$ cat config.mk
export PLATFORM = sky130hd
export DESIGN_NAME = mem_arbiter
export DESIGN_NICKNAME = d
export VERILOG_FILES = /design/src/rtl/mem_arbiter_pkg.sv /design/src/rtl/mem_addr_check.sv /design/src/rtl/mem_arbiter.sv
export SDC_FILE = /design/constraint.sdc
export NUM_CORES = 1
export LEC_CHECK = 0
export CAP_MARGIN = 5
export CORE_ASPECT_RATIO = 0.7
export CORE_MARGIN = 4
export CORE_UTILIZATION = 31
export CTS_BUF_LIST = sky130_fd_sc_hd__clkbuf_4
export CTS_CLUSTER_SIZE = 28
export DETAILED_ROUTE_END_ITERATION = 8
export GPL_TIMING_DRIVEN = 0
export PLACE_DENSITY = 0.91
export REMOVE_ABC_BUFFERS = 1
export SLEW_MARGIN = 0
export SYNTH_ARGS = -nofsm -noshare
export SYNTH_HDL_FRONTEND = slang
export SYNTH_SLANG_ARGS = --single-unit
$ cat constraint.sdc
create_clock -name clk -period 2.2 [get_ports clk]
set_input_delay 0.33 -clock clk [delete_from_list [all_inputs] [get_ports clk]]
set_output_delay 0.33 -clock clk [all_outputs]
set_load 0.01 [all_outputs]
$ cat src/rtl/mem_arbiter_pkg.sv
// Shared types and constants for the two-port memory arbiter.
package mem_arbiter_pkg;

  // Which requester a pending response belongs to.
  typedef enum logic [1:0] {
    OWN_NONE = 2'd0,
    OWN_IF   = 2'd1,
    OWN_D    = 2'd2
  } owner_e;

  // One-entry tag captured at grant time and consumed in the response cycle.
  typedef struct packed {
    owner_e owner;
    logic   is_read;
    logic   err;
  } rsp_tag_t;

  localparam logic [31:0] IMEM_LIMIT_DEF = 32'h0000_0800;
  localparam logic [31:0] RAM_LIMIT_DEF  = 32'd10240;

  localparam rsp_tag_t TAG_IDLE = '{owner: OWN_NONE, is_read: 1'b0, err: 1'b0};

  // True when a byte address is on a 32-bit word boundary.
  function automatic logic word_aligned(input logic [31:0] addr);
    return (addr[1:0] == 2'b00);
  endfunction

  // Response payload: only a legal read returns memory data, everything else is zero.
  function automatic logic [31:0] rsp_data(input rsp_tag_t tag, input logic [31:0] mem_out);
    logic [31:0] data;
    if (tag.is_read && !tag.err) begin
      data = mem_out;
    end else begin
      data = 32'h0000_0000;
    end
    return data;
  endfunction

endpackage

$ cat src/rtl/mem_addr_check.sv
// Address legality check: word aligned and strictly below the region limit.
module mem_addr_check
  import mem_arbiter_pkg::*;
(
  input  logic [31:0] addr,
  input  logic [31:0] limit,
  output logic        legal
);

  // Legal only when aligned and inside the region.
  always_comb begin
    legal = word_aligned(addr) && (addr < limit);
  end

endmodule

$ cat src/rtl/mem_arbiter.sv
// Arbitrates a fetch port and a data port onto one single-cycle memory.
// Grants are combinational; responses come back exactly one cycle later.
module mem_arbiter
  import mem_arbiter_pkg::*;
#(
  parameter logic [31:0] IMEM_LIMIT = IMEM_LIMIT_DEF,
  parameter logic [31:0] RAM_LIMIT  = RAM_LIMIT_DEF,
  parameter int unsigned STARVE_MAX = 32'd2
) (
  input  logic        clk,
  input  logic        rst_n,
  input  logic        if_req,
  input  logic [31:0] if_addr,
  output logic        if_gnt,
  output logic        if_rvalid,
  output logic [31:0] if_rdata,
  output logic        if_err,
  input  logic        d_req,
  input  logic        d_we,
  input  logic [31:0] d_addr,
  input  logic [31:0] d_wdata,
  output logic        d_gnt,
  output logic        d_rvalid,
  output logic [31:0] d_rdata,
  output logic        d_err,
  output logic        mem_en,
  output logic        mem_r_w,
  output logic [31:0] mem_address,
  output logic [31:0] mem_in,
  input  logic [31:0] mem_out
);

  logic        if_legal_s;
  logic        d_legal_s;
  logic        at_max_s;
  logic        if_gnt_s;
  logic        d_gnt_s;
  logic [31:0] starve_cnt_r;
  rsp_tag_t    tag_r;

  mem_addr_check u_if_check (
    .addr  (if_addr),
    .limit (IMEM_LIMIT),
    .legal (if_legal_s)
  );

  mem_addr_check u_d_check (
    .addr  (d_addr),
    .limit (RAM_LIMIT),
    .legal (d_legal_s)
  );

  assign at_max_s = (starve_cnt_r == STARVE_MAX);

  // Pick the winner: data by default, fetch once it has waited long enough; nothing while in reset.
  always_comb begin
    if_gnt_s = 1'b0;
    d_gnt_s  = 1'b0;
    if (rst_n) begin
      if (if_req && (!d_req || at_max_s)) begin
        if_gnt_s = 1'b1;
      end else if (d_req) begin
        d_gnt_s = 1'b1;
      end else begin
        if_gnt_s = 1'b0;
      end
    end else begin
      d_gnt_s = 1'b0;
    end
  end

  assign if_gnt = if_gnt_s;
  assign d_gnt  = d_gnt_s;

  // Drive the memory port only for a legal granted access; idle and illegal cycles stay all-zero.
  always_comb begin
    mem_en      = 1'b0;
    mem_r_w     = 1'b0;
    mem_address = 32'h0000_0000;
    mem_in      = 32'h0000_0000;
    if (if_gnt_s && if_legal_s) begin
      mem_en      = 1'b1;
      mem_address = if_addr;
    end else if (d_gnt_s && d_legal_s) begin
      mem_en      = 1'b1;
      mem_r_w     = d_we;
      mem_address = d_addr;
      mem_in      = d_wdata;
    end else begin
      mem_en = 1'b0;
    end
  end

  // Count data grants that overtook a waiting fetch; any fetch grant or idle fetch side clears it.
  always_ff @(posedge clk) begin
    if (!rst_n) begin
      starve_cnt_r <= 32'd0;
    end else if (!if_req || if_gnt_s) begin
      starve_cnt_r <= 32'd0;
    end else if (d_gnt_s && !at_max_s) begin
      starve_cnt_r <= starve_cnt_r + 32'd1;
    end else begin
      starve_cnt_r <= starve_cnt_r;
    end
  end

  // Remember who was granted and how the response must look; reset drops any pending response.
  always_ff @(posedge clk) begin
    if (!rst_n) begin
      tag_r <= TAG_IDLE;
    end else if (if_gnt_s) begin
      tag_r <= '{owner: OWN_IF, is_read: 1'b1, err: !if_legal_s};
    end else if (d_gnt_s) begin
      tag_r <= '{owner: OWN_D, is_read: !d_we, err: !d_legal_s};
    end else begin
      tag_r <= TAG_IDLE;
    end
  end

  // Steer the one pending response to its owner; the other port sees zeros.
  always_comb begin
    if_rvalid = 1'b0;
    if_rdata  = 32'h0000_0000;
    if_err    = 1'b0;
    d_rvalid  = 1'b0;
    d_rdata   = 32'h0000_0000;
    d_err     = 1'b0;
    case (tag_r.owner)
      OWN_IF: begin
        if_rvalid = 1'b1;
        if_rdata  = rsp_data(tag_r, mem_out);
        if_err    = tag_r.err;
      end
      OWN_D: begin
        d_rvalid = 1'b1;
        d_rdata  = rsp_data(tag_r, mem_out);
        d_err    = tag_r.err;
      end
      default: begin
        if_rvalid = 1'b0;
        d_rvalid  = 1'b0;
      end
    endcase
  end

endmodule

### Word-level counts from Yosys, hierarchy flattened

Index checks and enable logic that the tools add are counted.

* register bits: 36
* bits in latches: 0
* bits in writable memories: 0
* bits in read-only memories: 0
* input bits: 133
* output and inout port bits: 136
* memories: 0

* add/sub/neg operators: 1
* multipliers: 0
* divide/modulo/power cells: 0
* $lt $le $gt $ge: 2
* equal/unequal tests: 3
* shifts and indexed selects: 0
* mux-type cells: 22
* bitwise gates (word level): 1
* reduce and logical (&&, ||, !) cells: 20

Operators by type and width (number)
* 32-bit two-way mux: 7
* 32-bit by 1-bit adder with 32-bit output (second input constant): 1
* 32-bit by 2-bit equality test with 1-bit output (second input constant): 1
* 32-bit by 12-bit < comparator with 1-bit output (second input constant): 1
* 32-bit by 14-bit < comparator with 1-bit output (second input constant): 1
* 1-bit two-way mux: 13
* 1-bit logical AND: 7
* 1-bit logical NOT: 7
* 2-bit logical NOT: 2
* 4-bit two-way mux: 1
* 2-bit OR reduction: 2
* 3-bit two-way mux: 1
* 2-bit by 1-bit equality test with 1-bit output (second input constant): 1
* 2-bit equality test (second input constant): 1
* 1-bit logical OR: 2
* 1-bit NOT: 1

### Longest topological paths before layout

* depth after elaboration: 8
* gate-level depth with buffers: 8
* depth with buffers taken out: 7

### Cells and area by module

Synthesis repeated with hierarchy kept, for this count alone.

* cell total of the unflattened synthesis: 570
* area, all modules: 4244.1 µm²

By module, submodules not included
* mem_arbiter: times used 1, cells an instance 350, area each 2677.6 µm², sequential area each 720.7 µm²
* mem_addr_check: times used 2, cells an instance 110, area each 783.3 µm², sequential area each 0.0 µm²

### Least setup slack after synthesis

OpenSTA, ideal clock, no wires.

* path kind: register to output
* start: register starve_cnt_r[0]
* end: output mem_in[10]
* arrival: 1798 ps
* required time: 1870 ps
* slack: 72 ps
* cell stages (with the launch flop): 9
* buffers on the path: 1
* cell sequence: dfxtp_1 -> inv_1 -> ha_1 -> nor4b_1 -> nand4_1 -> nor2_2 -> a2111oi_4 -> clkbuf_2 -> and2_1

* longest elaborated chain between the ends: 8

RTL lines
* start, declared: RTL line mem_arbiter.sv:38 `logic [31:0] starve_cnt_r;`
* start signal, assigned: RTL line mem_arbiter.sv:101 `starve_cnt_r <= starve_cnt_r + 32'd1;`
* start signal, assigned: RTL line mem_arbiter.sv:103 `starve_cnt_r <= starve_cnt_r;`
* 32-bit by 2-bit equality test with 1-bit output *: RTL line mem_arbiter.sv:53 `assign at_max_s = (starve_cnt_r == STARVE_MAX);`
* 1-bit logical OR *: RTL line mem_arbiter.sv:60 `if (if_req && (!d_req || at_max_s)) begin`
* 1-bit logical AND *: RTL line mem_arbiter.sv:60
* 1-bit two-way mux: RTL line mem_arbiter.sv:60
* 1-bit two-way mux: RTL line mem_arbiter.sv:59 `if (rst_n) begin`
* 1-bit logical AND: RTL line mem_arbiter.sv:84 `end else if (d_gnt_s && d_legal_s) begin`
* 32-bit two-way mux: RTL line mem_arbiter.sv:84
* 32-bit two-way mux *: RTL line mem_arbiter.sv:81 `if (if_gnt_s && if_legal_s) begin`
* end, declared: RTL line mem_arbiter.sv:29 `output logic [31:0] mem_in,`

Every way passes the cells marked *; elsewhere a longest branch is shown, timed or not.

### Worst setup path in the final report

* start: register starve_cnt_r[0]
* end: output mem_en

* longest elaborated chain between the ends: 8

RTL lines
* 32-bit by 2-bit equality test with 1-bit output *: RTL line mem_arbiter.sv:53
* 1-bit logical OR *: RTL line mem_arbiter.sv:60
* 1-bit logical AND *: RTL line mem_arbiter.sv:60
* 1-bit two-way mux: RTL line mem_arbiter.sv:60
* 1-bit two-way mux: RTL line mem_arbiter.sv:59
* 1-bit logical AND: RTL line mem_arbiter.sv:84
* 1-bit two-way mux: RTL line mem_arbiter.sv:84
* 1-bit two-way mux *: RTL line mem_arbiter.sv:81
* end, declared: RTL line mem_arbiter.sv:26 `output logic mem_en,`

Marks and branches as above.

==> metrics.txt <==
multi-input logic area=0.00218 mm^2; P_int=1.02 mW; number of enable flip-flop cells after synthesis=0; hpwl dp=10900 um; clk sink count=36; initial core utilization=32.4%; f_max=368 MHz; Initial DRT Pass Iterations=5; CP Launch Type=register; initial DRC count=261; Max-slew headroom=49.8%; VDD IR max=0.000177 V; Flop pwr share=48.5%; post-synthesis sequential area ratio=25.8%; count of different cell masters after synthesis=39; largest area contributor in the netlist=dfxtp_1; #FFs+latches synth=36; Primary FF master, synth=dfxtp_1; total power=1.37 mW; CTS Root Cell=clkbuf_4; CTS buffer count=5; via count=3845; switching power=0.350 mW; FILL cells=583; Post-Route M1 WL=5370 um; largest net degree at the start of global routing=18; Slew Viols, Final=0; commonest cells after routing, fill and taps aside=clkdlybuf4s50_1 (139), and2_1 (73), buf_6 (38), dlymetal6s2s_1 (38); pre-CTS WS=-1190 ps; clock slew at reported path FFs=90 ps; Post-DRT Antenna Nets=0; synth warn=0; Finished Cell Area=0.00605 mm^2; crit-path max FO=12; Sw Share=25.6%; Fin. Hold Viols=0; share of cells above drive strength 1=25.4%; number of port buffers=248; Finished Layout Cells=770; mapped cell area=0.00279 mm^2; post-route minimum period=2710 ps; total grt overflow=0; total track usage=25.5%; wire per inst=20.3 um; DRC violation count after routing=0; placed cell count=716; row count=28; # nets final=782; initial antenna violation count=4; met2 WL=8320 um; WS Path Type=register to output pin; Placed Area=0.00529 mm^2; clk buf depth=2; Synth area leaders=dfxtp_1 (26%), and2_1 (23%), buf_4 (5.9%), xor2_1 (5.3%), nor2_1 (4.3%); Clock power frac=22.8%; Die ar.=0.0106 mm^2; status=complete, but fails checks; Core Region=0.00862 mm^2; worst hold margin=546 ps; PD cells=226 mW/mm^2; die width=121 um; Avg Vias per Cell=4.99; final setup margin=-515 ps; Max-cap violations=0; CTS tree=done; H-tree levels=2; die height=87.4 um; Storage cell area=731 um^2; Slew @ Worst Pin=752 ps; FFs w/ async S/R, synth=0%; Worst-Skew Late Latency=340 ps; Yosys top cell area share=25.8%; Syn Inst Count=366; vias in the first global route=3880; CP Capture Type=output pin; Worst Clk Skew=11.5 ps; worst hold path class=register to register; failing checks=setup timing; Tcrit/Tclk final=123%; area grow syn2layout=117%; Required @ worst endpoint=1870 ps; metal3 WL=1270 um; first-pass GRT wire length=21000 um; gpl congestion=0.892; Leak=3.15 nW; Comb power frac=28.7%; Setup-failing EPs final=66; final wirelength=15600 um; RSZ-0062 raised after global routing=yes; num ports=269; uppermost layer routed=met4; mean post-synth cell area=7.63 um^2; crit path DAT=2380 ps; commonest non-fill, non-tap cell in the layout=clkdlybuf4s50_1
## worst paths after layout
check                                                   from                            end  slack [ps]  depth (start not counted)
worst max register to register  starve_cnt_r[0]$_SDFFE_PP0P_  starve_cnt_r[25]$_SDFFE_PP0P_         -60                          8
worst min register to register  starve_cnt_r[1]$_SDFFE_PP0P_   starve_cnt_r[1]$_SDFFE_PP0P_         550                          2
worst max-delay path            starve_cnt_r[0]$_SDFFE_PP0P_                         mem_en        -510                         10
worst min-delay path            starve_cnt_r[1]$_SDFFE_PP0P_   starve_cnt_r[1]$_SDFFE_PP0P_         550                          2
## worst max-delay path, cell delays in order, from the launching register on
cell and delay [ps]:
dfxtp_4 350, inv_2 60, ha_4 120, nor4b_4 200, nand4_1 260, nor2_4 230, buf_4 150, buf_4 120
o21ai_4 150, o21bai_1 220, buf_2 180
## cells by family after synthesis
family                   count (synthesis)  synth area share [%]
flip-flops                              36                  25.8
AND/OR/NAND/NOR                        228                  47.7
AO/OA/AOI/OAI                           27                  7.31
buffers and inverters                   45                  9.64
adder cells (fa/ha/maj)                  2                 0.896
other                                    1                 0.134
XOR/XNOR                                27                  8.47
## power groups by stage
| stage | registers (mW) | clock network (mW) | logic, mW |
|---|---|---|---|
| 6_report | 0.663 | 0.311 | 0.393 |
| 5_1_grt | 0.664 | 0.339 | 0.410 |
| 4_1_cts | 0.662 | 0.310 | 0.369 |
| 3_5_place_dp | 0.675 | 0 | 0.353 |
| 3_3_place_gp | 0.675 | 0 | 0.344 |
| 2_1_floorplan | 0.674 | 0 | 0.0596 |
## metal layers
layer | up-vias | GRT usage (%)
li1 | 1789 | -
met1 | 1785 | 25.6
met4 | 0 | 11.6
met5 | - | 0
met3 | 50 | 7.40
met2 | 221 | 48.9
## cells in the mapped netlist, types with 3 or more instances
cell type	instances
and2_1	104
buf_2	5
inv_1	5
nor4_1	18
nor2_1	32
or3_1	3
and4_1	7
nand2_1	10
a21oi_1	7
nor3_1	4
buf_4	22
dfxtp_1	36
clkbuf_2	3
nand3_1	19
and3_1	6
o21ai_0	6
clkbuf_1	9
nand4_1	12
xnor2_1	10
xor2_1	17
o2bb2ai_1	9
## through the flow
stage          setup TNS, ps  utilization, %
6_report              -21120            70.2
3_5_place_dp          -59290            61.4
2_1_floorplan         -24050               -
4_1_cts               -14910            66.9
5_1_grt               -26730            70.2
3_3_place_gp         -114210            60.9
## state kept, by name (all words and copies together) (netlist names)
| register | cells |
|---|---|
| starve_cnt_r | 32 |
| tag_r | 4 |
## final cells by class
type	instances	share of cell area [%]
sequential	36	12.1
multi-input combinational	310	36.1
inverter	5	0.310
antenna	5	0.207
tap	120	2.48
clock buffer	5	0.620
timing repair buffer	289	48.2
## repair_timing
| action | in CTS | in global routing |
|---|---|---|
| pin swaps | 34 | 8 |
| hold buffers | 0 | 0 |
| endpoints found under the hold margin | 0 | 0 |
| resized for setup | 324 | 52 |
| setup buffers | 22 | 17 |
| endpoints found under the setup margin | 131 | 118 |
| cloned | 8 | 0 |
No activity file was read; power rests on OpenSTA's default activity.
